$ cat config.mk
export PLATFORM = sky130hd
export DESIGN_NAME = rr_meta_arbiter_flat
export DESIGN_NICKNAME = d
export VERILOG_FILES = /design/src/rtl/rr_meta_arbiter_if.sv /design/src/rtl/rr_meta_arbiter.sv /design/src/flat_wrapper.sv
export SDC_FILE = /design/constraint.sdc
export NUM_CORES = 1
export LEC_CHECK = 0
export BUFFER_PORTS_ARGS = -buffer_cell sky130_fd_sc_hd__clkbuf_2
export CAP_MARGIN = 20
export CELL_PAD_IN_SITES_DETAIL_PLACEMENT = 1
export CELL_PAD_IN_SITES_GLOBAL_PLACEMENT = 2
export CORE_UTILIZATION = 21
export DETAILED_ROUTE_END_ITERATION = 6
export PLACE_DENSITY_LB_ADDON = 0.05
export SYNTH_ARGS = -nofsm -noshare
export SYNTH_HDL_FRONTEND = slang
export SYNTH_SLANG_ARGS = --single-unit
$ cat constraint.sdc
create_clock -name clock -period 3.3 [get_ports clock]
set_input_delay 0.66 -clock clock [delete_from_list [all_inputs] [get_ports clock]]
set_output_delay 0.66 -clock clock [all_outputs]
set_load 0.02 [all_outputs]
$ cat src/rtl/rr_meta_arbiter_if.sv
// Metadata arbiter bundle: N_IN packed requesters in, one registered winner out.
// "master" drives requests and the downstream ready; "slave" is the arbiter.
interface rr_meta_arbiter_if #(
  parameter int N_IN  = 4,
  parameter int IDX_W = 6,
  parameter int WAY_W = 4,
  parameter int TAG_W = 20,
  parameter int COH_W = 2
);
  localparam int CW = $clog2(N_IN);

  logic                    io_mode;
  logic [N_IN-1:0]         io_in_valid;
  logic [N_IN-1:0]         io_in_ready;
  logic [N_IN*IDX_W-1:0]   io_in_bits_idx;
  logic [N_IN*WAY_W-1:0]   io_in_bits_way_en;
  logic [N_IN*TAG_W-1:0]   io_in_bits_tag;
  logic [N_IN*COH_W-1:0]   io_in_bits_data_coh_state;
  logic [N_IN*TAG_W-1:0]   io_in_bits_data_tag;
  logic                    io_out_ready;
  logic                    io_out_valid;
  logic [IDX_W-1:0]        io_out_bits_idx;
  logic [WAY_W-1:0]        io_out_bits_way_en;
  logic [TAG_W-1:0]        io_out_bits_tag;
  logic [COH_W-1:0]        io_out_bits_data_coh_state;
  logic [TAG_W-1:0]        io_out_bits_data_tag;
  logic [CW-1:0]           io_chosen;

  modport master (
    output io_mode, io_in_valid, io_in_bits_idx, io_in_bits_way_en, io_in_bits_tag,
           io_in_bits_data_coh_state, io_in_bits_data_tag, io_out_ready,
    input  io_in_ready, io_out_valid, io_out_bits_idx, io_out_bits_way_en, io_out_bits_tag,
           io_out_bits_data_coh_state, io_out_bits_data_tag, io_chosen
  );

  modport slave (
    input  io_mode, io_in_valid, io_in_bits_idx, io_in_bits_way_en, io_in_bits_tag,
           io_in_bits_data_coh_state, io_in_bits_data_tag, io_out_ready,
    output io_in_ready, io_out_valid, io_out_bits_idx, io_out_bits_way_en, io_out_bits_tag,
           io_out_bits_data_coh_state, io_out_bits_data_tag, io_chosen
  );
endinterface

$ cat src/rtl/rr_meta_arbiter.sv
// Fixed-priority / round-robin arbiter into a one-entry output register; 1-cycle latency.
// Backpressure: a held entry with io_out_ready=0 freezes outputs and drops every io_in_ready.
module rr_meta_arbiter #(
  parameter int N_IN  = 4,
  parameter int IDX_W = 6,
  parameter int WAY_W = 4,
  parameter int TAG_W = 20,
  parameter int COH_W = 2
) (
  input logic              clock,
  input logic              reset,
  rr_meta_arbiter_if.slave io
);
  localparam int CW = $clog2(N_IN);

  logic [CW-1:0]    rr_ptr;
  logic [CW-1:0]    winner;
  logic [CW-1:0]    cand;
  logic             found;
  logic             can_accept;
  logic             accept;
  logic             out_valid;
  logic [CW-1:0]    chosen;
  logic [IDX_W-1:0] idx_q;
  logic [WAY_W-1:0] way_q;
  logic [TAG_W-1:0] tag_q;
  logic [COH_W-1:0] coh_q;
  logic [TAG_W-1:0] dtag_q;

  always_comb begin
    winner = '0;
    cand   = '0;
    found  = 1'b0;
    for (int k = 0; k < N_IN; k++) begin
      cand = io.io_mode ? CW'((int'(rr_ptr) + k) % N_IN) : CW'(k);
      if (!found && io.io_in_valid[cand]) begin
        winner = cand;
        found  = 1'b1;
      end
    end
  end

  assign can_accept     = ~out_valid | io.io_out_ready;
  // Reset gates the grant so nothing is consumed while the block is held in reset.
  assign accept         = reset & found & can_accept;
  assign io.io_in_ready = accept ? (N_IN'(1) << winner) : '0;

  always_ff @(posedge clock) begin
    if (!reset) begin
      out_valid <= 1'b0;
      rr_ptr    <= '0;
      chosen    <= '0;
      idx_q     <= '0;
      way_q     <= '0;
      tag_q     <= '0;
      coh_q     <= '0;
      dtag_q    <= '0;
    end else if (accept) begin
      out_valid <= 1'b1;
      chosen    <= winner;
      idx_q     <= io.io_in_bits_idx[winner*IDX_W +: IDX_W];
      way_q     <= io.io_in_bits_way_en[winner*WAY_W +: WAY_W];
      tag_q     <= io.io_in_bits_tag[winner*TAG_W +: TAG_W];
      coh_q     <= io.io_in_bits_data_coh_state[winner*COH_W +: COH_W];
      dtag_q    <= io.io_in_bits_data_tag[winner*TAG_W +: TAG_W];
      if (io.io_mode)
        rr_ptr <= (winner == CW'(N_IN - 1)) ? '0 : winner + 1'b1;
    end else if (io.io_out_ready) begin
      out_valid <= 1'b0;
    end
  end

  assign io.io_out_valid               = out_valid;
  assign io.io_chosen                  = chosen;
  assign io.io_out_bits_idx            = idx_q;
  assign io.io_out_bits_way_en         = way_q;
  assign io.io_out_bits_tag            = tag_q;
  assign io.io_out_bits_data_coh_state = coh_q;
  assign io.io_out_bits_data_tag       = dtag_q;
endmodule

$ cat src/flat_wrapper.sv
// flat-port wrapper written by rule: the top's interface ports become plain ports
module rr_meta_arbiter_flat 
#(
  parameter int N_IN  = 4,
  parameter int IDX_W = 6,
  parameter int WAY_W = 4,
  parameter int TAG_W = 20,
  parameter int COH_W = 2
)
  (clock, reset, io_io_mode, io_io_in_valid, io_io_in_bits_idx, io_io_in_bits_way_en, io_io_in_bits_tag, io_io_in_bits_data_coh_state, io_io_in_bits_data_tag, io_io_out_ready, io_io_in_ready, io_io_out_valid, io_io_out_bits_idx, io_io_out_bits_way_en, io_io_out_bits_tag, io_io_out_bits_data_coh_state, io_io_out_bits_data_tag, io_io_chosen);
  rr_meta_arbiter_if #(.N_IN(N_IN), .IDX_W(IDX_W), .WAY_W(WAY_W), .TAG_W(TAG_W), .COH_W(COH_W)) io_i ();
  input logic clock;
  input logic reset;
  input wire logic [$bits(io_i.io_mode)-1:0] io_io_mode;
  input wire logic [$bits(io_i.io_in_valid)-1:0] io_io_in_valid;
  input wire logic [$bits(io_i.io_in_bits_idx)-1:0] io_io_in_bits_idx;
  input wire logic [$bits(io_i.io_in_bits_way_en)-1:0] io_io_in_bits_way_en;
  input wire logic [$bits(io_i.io_in_bits_tag)-1:0] io_io_in_bits_tag;
  input wire logic [$bits(io_i.io_in_bits_data_coh_state)-1:0] io_io_in_bits_data_coh_state;
  input wire logic [$bits(io_i.io_in_bits_data_tag)-1:0] io_io_in_bits_data_tag;
  input wire logic [$bits(io_i.io_out_ready)-1:0] io_io_out_ready;
  output wire logic [$bits(io_i.io_in_ready)-1:0] io_io_in_ready;
  output wire logic [$bits(io_i.io_out_valid)-1:0] io_io_out_valid;
  output wire logic [$bits(io_i.io_out_bits_idx)-1:0] io_io_out_bits_idx;
  output wire logic [$bits(io_i.io_out_bits_way_en)-1:0] io_io_out_bits_way_en;
  output wire logic [$bits(io_i.io_out_bits_tag)-1:0] io_io_out_bits_tag;
  output wire logic [$bits(io_i.io_out_bits_data_coh_state)-1:0] io_io_out_bits_data_coh_state;
  output wire logic [$bits(io_i.io_out_bits_data_tag)-1:0] io_io_out_bits_data_tag;
  output wire logic [$bits(io_i.io_chosen)-1:0] io_io_chosen;
  assign io_i.io_mode = io_io_mode;
  assign io_i.io_in_valid = io_io_in_valid;
  assign io_i.io_in_bits_idx = io_io_in_bits_idx;
  assign io_i.io_in_bits_way_en = io_io_in_bits_way_en;
  assign io_i.io_in_bits_tag = io_io_in_bits_tag;
  assign io_i.io_in_bits_data_coh_state = io_io_in_bits_data_coh_state;
  assign io_i.io_in_bits_data_tag = io_io_in_bits_data_tag;
  assign io_i.io_out_ready = io_io_out_ready;
  assign io_io_in_ready = io_i.io_in_ready;
  assign io_io_out_valid = io_i.io_out_valid;
  assign io_io_out_bits_idx = io_i.io_out_bits_idx;
  assign io_io_out_bits_way_en = io_i.io_out_bits_way_en;
  assign io_io_out_bits_tag = io_i.io_out_bits_tag;
  assign io_io_out_bits_data_coh_state = io_i.io_out_bits_data_coh_state;
  assign io_io_out_bits_data_tag = io_i.io_out_bits_data_tag;
  assign io_io_chosen = io_i.io_chosen;
  rr_meta_arbiter #(.N_IN(N_IN), .IDX_W(IDX_W), .WAY_W(WAY_W), .TAG_W(TAG_W), .COH_W(COH_W)) u_core (.clock(clock), .reset(reset), .io(io_i));
endmodule
==> summary.md, run 1 <==
| Metric | Value |
|---|---|
| CTS Root Buffer Type | `clkbuf_16` |
| Int Power | `1.80 mW` |
| DR vias/cell | `between 4 and 5` |
| Die Y | `134 um` |
| RR Endpoint | `u_core.io.io_out_bits_data_tag[11]$_SDFFE_PN0P_` |
| Critical Path Start Type | `input pin` |
| Area occupied by multi-input gates | `about 2400 um2` |
| Setup CP Type | `input pin to primary output` |
| Share of cells above drive strength 1 | `0.458` |
| Top cells by area, synth | `dfxtp_1, o211ai_1, mux2i_1, nand3b_1, nand2_1` |
| FF-to-FF path depth | `8` |
| Postcts setup bufs | `0` |
| Non-Filler Cell Area, Final | `around 5600 um2` |
| Leakage power | `2.82 nW` |
| Largest family of logic cells by synthesized area | `compound AO/OA/AOI/OAI gates` |
| Initial Utilization | `0.218` |
| Synth Area in Compound Gates | `0.242` |
| Clock sink count | `57` |
| Peak VDD IR | `220 uV` |
| Wire per inst | `between 15 and 20 um` |
| R2r setup slk | `560 ps` |
| Number of port buffers | `between 200 and 300` |
| Nets | `approximately 910` |
| Net Sw Power | `between 1 and 1.5 mW` |
| Most frequent cells in the layout | `clkbuf_2, o211ai_1, mux2i_1` |
| CORE AREA | `about 17000 um2` |
| CTS Buf Count | `9` |
| Crit. End Element | `primary output` |
| Minimum clock period | `around 3200 ps` |
| Die area | `about 18000 um2` |
| First-pass GRT wire length | `between 20000 and 30000 um` |
| Status | `complete, no violations` |
| Unique masters post-synth | `37` |
| RSZ-0062 raised after global routing | `no` |
| H-tree depth | `3` |
| Hold Buf Count CTS | `0` |
| Sequential cell area fraction in the yosys report | `0.311` |
| Setup-failing EPs final | `0` |
| Ys Warns | `0` |
| Fillers | `around 2.1k` |
| Vias in the first global route | `4679` |
| Slew HR | `0.572` |
| Gate power share | `0.369` |
| Syn Std Cell Area | `~3700 um2` |
| Yosys top cell area share | `0.311` |
| Routed Antenna Nets | `0` |
| Synth Instances | `roughly 430` |
| Clock transition at path regs | `approximately 50 ps` |
| DRT Pass-1 Iters | `4` |
| XOR/XNOR share of the synthesized area | `0` |
| Crit path DAT | `approximately 2500 ps` |
| Max clock buf depth | `2` |
| Worst Path Required | `2640 ps` |
| Mux cell area share after synthesis | `0.170` |
| Worst Hold Slack | `462 ps` |
| Antenna violations before repair | `0` |
| CP max FO | `3` |
| Max-slew violation count | `0` |
| CTS tree | `done` |
| Placed Cells | `903` |
| Final period util | `0.968` |
| Site row count | `47` |
| Hold Vio Cnt, Final | `0` |
| Fin cells | `between 900 and 1k` |
| Post-synthesis simple-gate area fraction | `0.214` |
| Critical path endpoint | `io_io_in_ready[3]` |
| Final HPWL DP | `about 12000 um` |
| Switching Share | `0.360` |
| Synth Register Bits | `57` |
| Clock Latency Late Sink | `between 300 and 400 ps` |
| Highest clock rate | `approximately 0.31 GHz` |
| Syn nets | `650` |
| Total congestion overflow | `0` |
| Antenna cells | `0` |
| All-Layer GR Usage | `0.182` |
| Sequential power share | `0.318` |
| Dpl cell area | `between 5000 and 6000 um2` |
| Worst slew pin tran | `642 ps` |
| Clock skew | `between 3 and 4 ps` |
| Top cell type by total area after synthesis | `dfxtp_1` |
| Syn_area_per_cell | `~8.5 um2` |
| Largest net degree at the start of global routing | `100` |
| Die width | `roughly 130 um` |
| Setup TNS | `0 ps` |
| Vias | `about 4.4k` |
| DR iter-0 viols | `approximately 150` |
| Routability Congestion | `0.812` |
| PwrDens | `498 nW/um2` |
| Worst hold path class | `flip-flop to flip-flop` |
| Critical R2R Launch | `u_core.rr_ptr[1]$_SDFFE_PN0P_` |
| Commonest non-fill, non-tap cell in the layout | `clkbuf_2` |
| Adder-cell share of the synthesized area | `0.00341` |
| FF/Latch Area | `between 1000 and 1500 um2` |
| Area grow syn2layout | `53.6%` |
| Ports | `~280` |
| DR DRC count | `0` |
| Max-Cap Viols | `0` |
| Worst setup path start | `io_io_in_valid[3]` |
| Detailed Route WL | `~16000 um` |
| Clock network fraction of total power | `0.313` |
| Cts repair resizes | `0` |
registers in the layout, summed over array words and instances, names as in the netlist:
name and cells:
u_core.io.io_out_bits_data_coh_state 2, u_core.io.io_out_bits_tag 20, u_core.io.io_out_bits_way_en 4, u_core.io.io_out_bits_idx 6, u_core.io.io_out_valid 1, u_core.io.io_out_bits_data_tag 20, u_core.io.io_chosen 2, u_core.rr_ptr 2
worst min-delay path by stage:
stage                                                 end  cells after the start  slack (ps)                                        from
2_1_floorplan         u_core.io.io_chosen[1]$_SDFFE_PN0P_                      2         520         u_core.io.io_chosen[1]$_SDFFE_PN0P_
3_3_place_gp    u_core.io.io_out_bits_tag[0]$_SDFFE_PN0P_                      1         440   u_core.io.io_out_bits_tag[0]$_SDFFE_PN0P_
3_5_place_dp   u_core.io.io_out_bits_tag[11]$_SDFFE_PN0P_                      1         450  u_core.io.io_out_bits_tag[11]$_SDFFE_PN0P_
4_1_cts        u_core.io.io_out_bits_tag[11]$_SDFFE_PN0P_                      1         470  u_core.io.io_out_bits_tag[11]$_SDFFE_PN0P_
5_1_grt         u_core.io.io_out_bits_tag[0]$_SDFFE_PN0P_                      1         480   u_core.io.io_out_bits_tag[0]$_SDFFE_PN0P_
6_report       u_core.io.io_out_bits_tag[11]$_SDFFE_PN0P_                      1         460  u_core.io.io_out_bits_tag[11]$_SDFFE_PN0P_
synth_stat cells (all sizes together):
library cell / n
a22o: 1
nor3b: 1
nand2: 57
nand3: 1
nand2b: 7
o21ai: 7
mux4: 1
inv: 4
o221ai: 1
a21o: 1
mux2i: 59
o2111ai: 1
and3b: 1
ha: 1
o31ai: 1
dfxtp: 57
o211ai: 95
clkbuf: 28
nor2: 11
mux2: 1
nor3: 12
a211oi: 1
a211o: 6
and2: 2
a41o: 1
a41oi: 1
a21oi: 2
a31o: 1
nor2b: 3
or2: 2
nand3b: 47
or3: 1
buf: 18
power groups by stage:
stage                     clock, mW  sequential (mW)  combinational [mW]
after floorplan                   0             1.06               0.462
after global placement            0            0.902                1.04
after detailed placement          0            0.906                1.05
after CTS                     0.914            0.893                1.06
after global routing          0.951            0.908                1.13
final                         0.878            0.891                1.04
worst max-delay path, cell delays in order:
cell	delay [ps]
clkbuf_2	90
nand2b_1	140
mux4_2	450
a211o_1	290
buf_4	150
o2111ai_4	80
and2_4	200
inv_2	50
ha_1	180
inv_1	50
nor2_1	30
buf_2	150
layer usage:
metal	wire length, um	part of all wire	vias to the layer above	global-route usage
met5	0	0	-	0
met2	7910	0.49	162	0.317
met4	331	0.020	0	0.0668
met1	6810	0.42	2050	0.215
met3	1130	0.070	19	0.0461
li1	-	-	2146	-
stage by stage:
step / util / worst slack [ps] / total power, mW
final: 0.335 / 107 / 2.81
after CTS: 0.335 / 53.9 / 2.86
after global routing: 0.335 / 1.40 / 2.99
after floorplan: - / 22.5 / 1.52
after global placement: 0.318 / 79.8 / 1.94
after detailed placement: 0.318 / 59.0 / 1.96
area by class of cell:
cell class / count / share of cell area
repair buffers: 296 / 0.279
inverters: 4 / 0.00267
well taps: 220 / 0.0489
multi-input cells: 326 / 0.417
clock inverters: 3 / 0.00267
clock buffers: 13 / 0.0462
flip-flops and latches: 57 / 0.203
kinds of logic after synthesis:
kind of cell,after synthesis
buf+inv,50
flops,57
mux,61
compound gates,119
fa+ha+maj,1
simple gates,145
Power figures use the tool's default switching activity.
==> inputs of run 2 (changes only) <==
--- a/config.mk
+++ b/config.mk
@@ -9,9 +9,10 @@
 export CAP_MARGIN = 20
 export CELL_PAD_IN_SITES_DETAIL_PLACEMENT = 1
 export CELL_PAD_IN_SITES_GLOBAL_PLACEMENT = 2
+export CORE_ASPECT_RATIO = 0.7
 export CORE_UTILIZATION = 21
 export DETAILED_ROUTE_END_ITERATION = 6
-export PLACE_DENSITY_LB_ADDON = 0.05
+export PLACE_DENSITY = 0.82
 export SYNTH_ARGS = -nofsm -noshare
 export SYNTH_HDL_FRONTEND = slang
 export SYNTH_SLANG_ARGS = --single-unit
==> run 2 against run 1 <==
Register-to-register slack worse by 110 ps. Count of clock-buffer cells in the layout decreased by 1. Wire length decreased by 3.3%. Worst setup slack worse by 13 ps.
==> summary.md, run 2 (same netlist as run 1, synthesis figures left out) <==
| Metric | Value |
|---|---|
| Highest clock rate | `between 0.3 and 0.4 GHz` |
| PwrDens | `506 nW/um2` |
| Setup-failing EPs final | `0` |
| Crit path buf inv count | `5` |
| Leakage power | `2.84 nW` |
| Ports | `about 280` |
| Max clock buf depth | `2` |
| Final period util | `0.971` |
| Status | `complete, no violations` |
| Wire per inst | `approximately 17 um` |
| Critical path, cell by cell | `clkbuf_2 -> nand2b_4 -> mux4_2 -> a211o_1 -> buf_4 -> o2111ai_4 -> and2_4 -> inv_2 -> ha_1 -> inv_1 -> nor2_1 -> buf_4` |
| DRT Pass-1 Iters | `4` |
| Die area | `approximately 18000 um2` |
| Routed Antenna Nets | `0` |
| Die Y | `113 um` |
| DR DRC count | `0` |
| Routability Congestion | `between 0.9 and 1` |
| Setup WS pre-CTS | `-6.72 ps` |
| CP delay by family, top | `buffers and inverters` |
| Worst slew pin tran | `713 ps` |
| Site row count | `40` |
| DR vias/cell | `around 4.8` |
| Minimum clock period | `between 3000 and 4000 ps` |
| Max-Cap Viols | `0` |
| Final HPWL DP | `~12000 um` |
| All-Layer GR Usage | `0.173` |
| Slowest stage delay, CP | `470 ps` |
| CORE AREA | `about 17000 um2` |
| Worst Path Required | `roughly 2600 ps` |
| Most repeated library cell on the critical path | `buf_4` |
| Clock sink count | `57` |
| Largest net degree at the start of global routing | `52` |
| Most frequent cells in the layout | `clkbuf_2, o211ai_1, mux2i_1` |
| RSZ-0062 raised after global routing | `no` |
| First-pass GRT wire length | `between 20000 and 25000 um` |
| Number of port buffers | `between 200 and 300` |
| CTS Root Buffer Type | `clkbuf_16` |
| CP max FO | `5` |
| Antenna cells | `0` |
| Crit. End Element | `primary output` |
| Clock transition at path regs | `~50 ps` |
| Initial Utilization | `0.214` |
| Area grow syn2layout | `54.8%` |
| Setup TNS | `0 ps` |
| Slowest CP cell | `mux4_2` |
| CTS tree | `done` |
| Total congestion overflow | `0` |
| H-tree depth | `3` |
| Vias in the first global route | `about 4.7k` |
| Critical Path Start Type | `input pin` |
| Commonest non-fill, non-tap cell in the layout | `clkbuf_2` |
| Max-slew violation count | `0` |
| Hold Vio Cnt, Final | `0` |
| Clock skew | `around 11 ps` |
| Worst hold path class | `flip-flop to flip-flop` |
| Nets | `913` |
| Detailed Route WL | `15600 um` |
| Final critical-path setup slack | `about 94 ps` |
| Antenna violations before repair | `0` |
| Share of cells above drive strength 1 | `0.463` |
| Hold Buf Count CTS | `0` |
| DR iter-0 viols | `a little under 200` |
| Peak VDD IR | `~180 uV` |
| Clock Latency Late Sink | `between 300 and 400 ps` |
| Crit path DAT | `~2600 ps` |
| Die width | `160 um` |
| Vias | `4461` |
| CTS Buf Count | `9` |
| Slew HR | `0.525` |
| Setup CP Type | `input pin to primary output` |
==> run 2: metrics by stage <==
step / cell area (um2) / instances / power (mW) / hold WS [ps] / util
CTS: 5660 / 931 / 2.93 / 458 / 0.331
floorplan: 3680 / 433 / 1.52 / 521 / -
global route: 5680 / 931 / 3.05 / 481 / 0.332
global placement: 5360 / 916 / 1.92 / 434 / 0.313
detailed placement: 5360 / 916 / 1.95 / 452 / 0.313
finish: 5680 / 931 / 2.87 / 458 / 0.332
==> run 2: worst paths after layout <==
| path | start | endpoint | slack, ps | cells after the start |
|---|---|---|---|---|
| worst min register to register | u_core.io.io_chosen[0]$_SDFFE_PN0P_ | u_core.io.io_chosen[0]$_SDFFE_PN0P_ | 460 | 2 |
| worst max register to register | u_core.rr_ptr[0]$_SDFFE_PN0P_ | u_core.io.io_out_bits_way_en[0]$_SDFFE_PN0P_ | 450 | 10 |
| worst min-delay path | u_core.io.io_chosen[0]$_SDFFE_PN0P_ | u_core.io.io_chosen[0]$_SDFFE_PN0P_ | 460 | 2 |
| worst max-delay path | io_io_in_valid[0] | io_io_in_ready[3] | 90 | 12 |
==> run 2: power breakdown <==
part           internal, mW  total [mW]  leakage [nW]  switching [mW]
combinational         0.430        1.04          2.22           0.606
clock                 0.618       0.942         0.148           0.324
sequential            0.822       0.892         0.475          0.0700
total                  1.87        2.87          2.84            1.00
==> run 2: what timing repair did <==
action,4_1_cts,5_1_grt
setup endpoints to repair,1,2
gates resized for setup,1,6
buffers inserted,0,0
pin swaps,0,2
==> run 2: per-layer routing <==
layer,vias up,GRT usage,part of all wire
met3,5,0.0543,0.069
li1,2153,-,-
met2,163,0.309,0.49
met1,2140,0.203,0.44
met5,-,0,0
met4,0,0.0343,0.0042
==> run 2: tightest hold or removal path: stages, from the launching register on <==
cell     delay [ps]
dfxtp_1         300
nand2_1          50
o21ai_1          50
==> run 2: cell type report <==
| class | instances | area, um2 |
|---|---|---|
| clock inverters | 3 | 40.0 |
| repair buffers | 298 | 1570 |
| flip-flops and latches | 57 | 1140 |
| well taps | 231 | 289 |
| multi-input cells | 326 | 2370 |
| fillers | 2099 | 11400 |
| clock buffers | 12 | 256 |
| inverters | 4 | 15.0 |
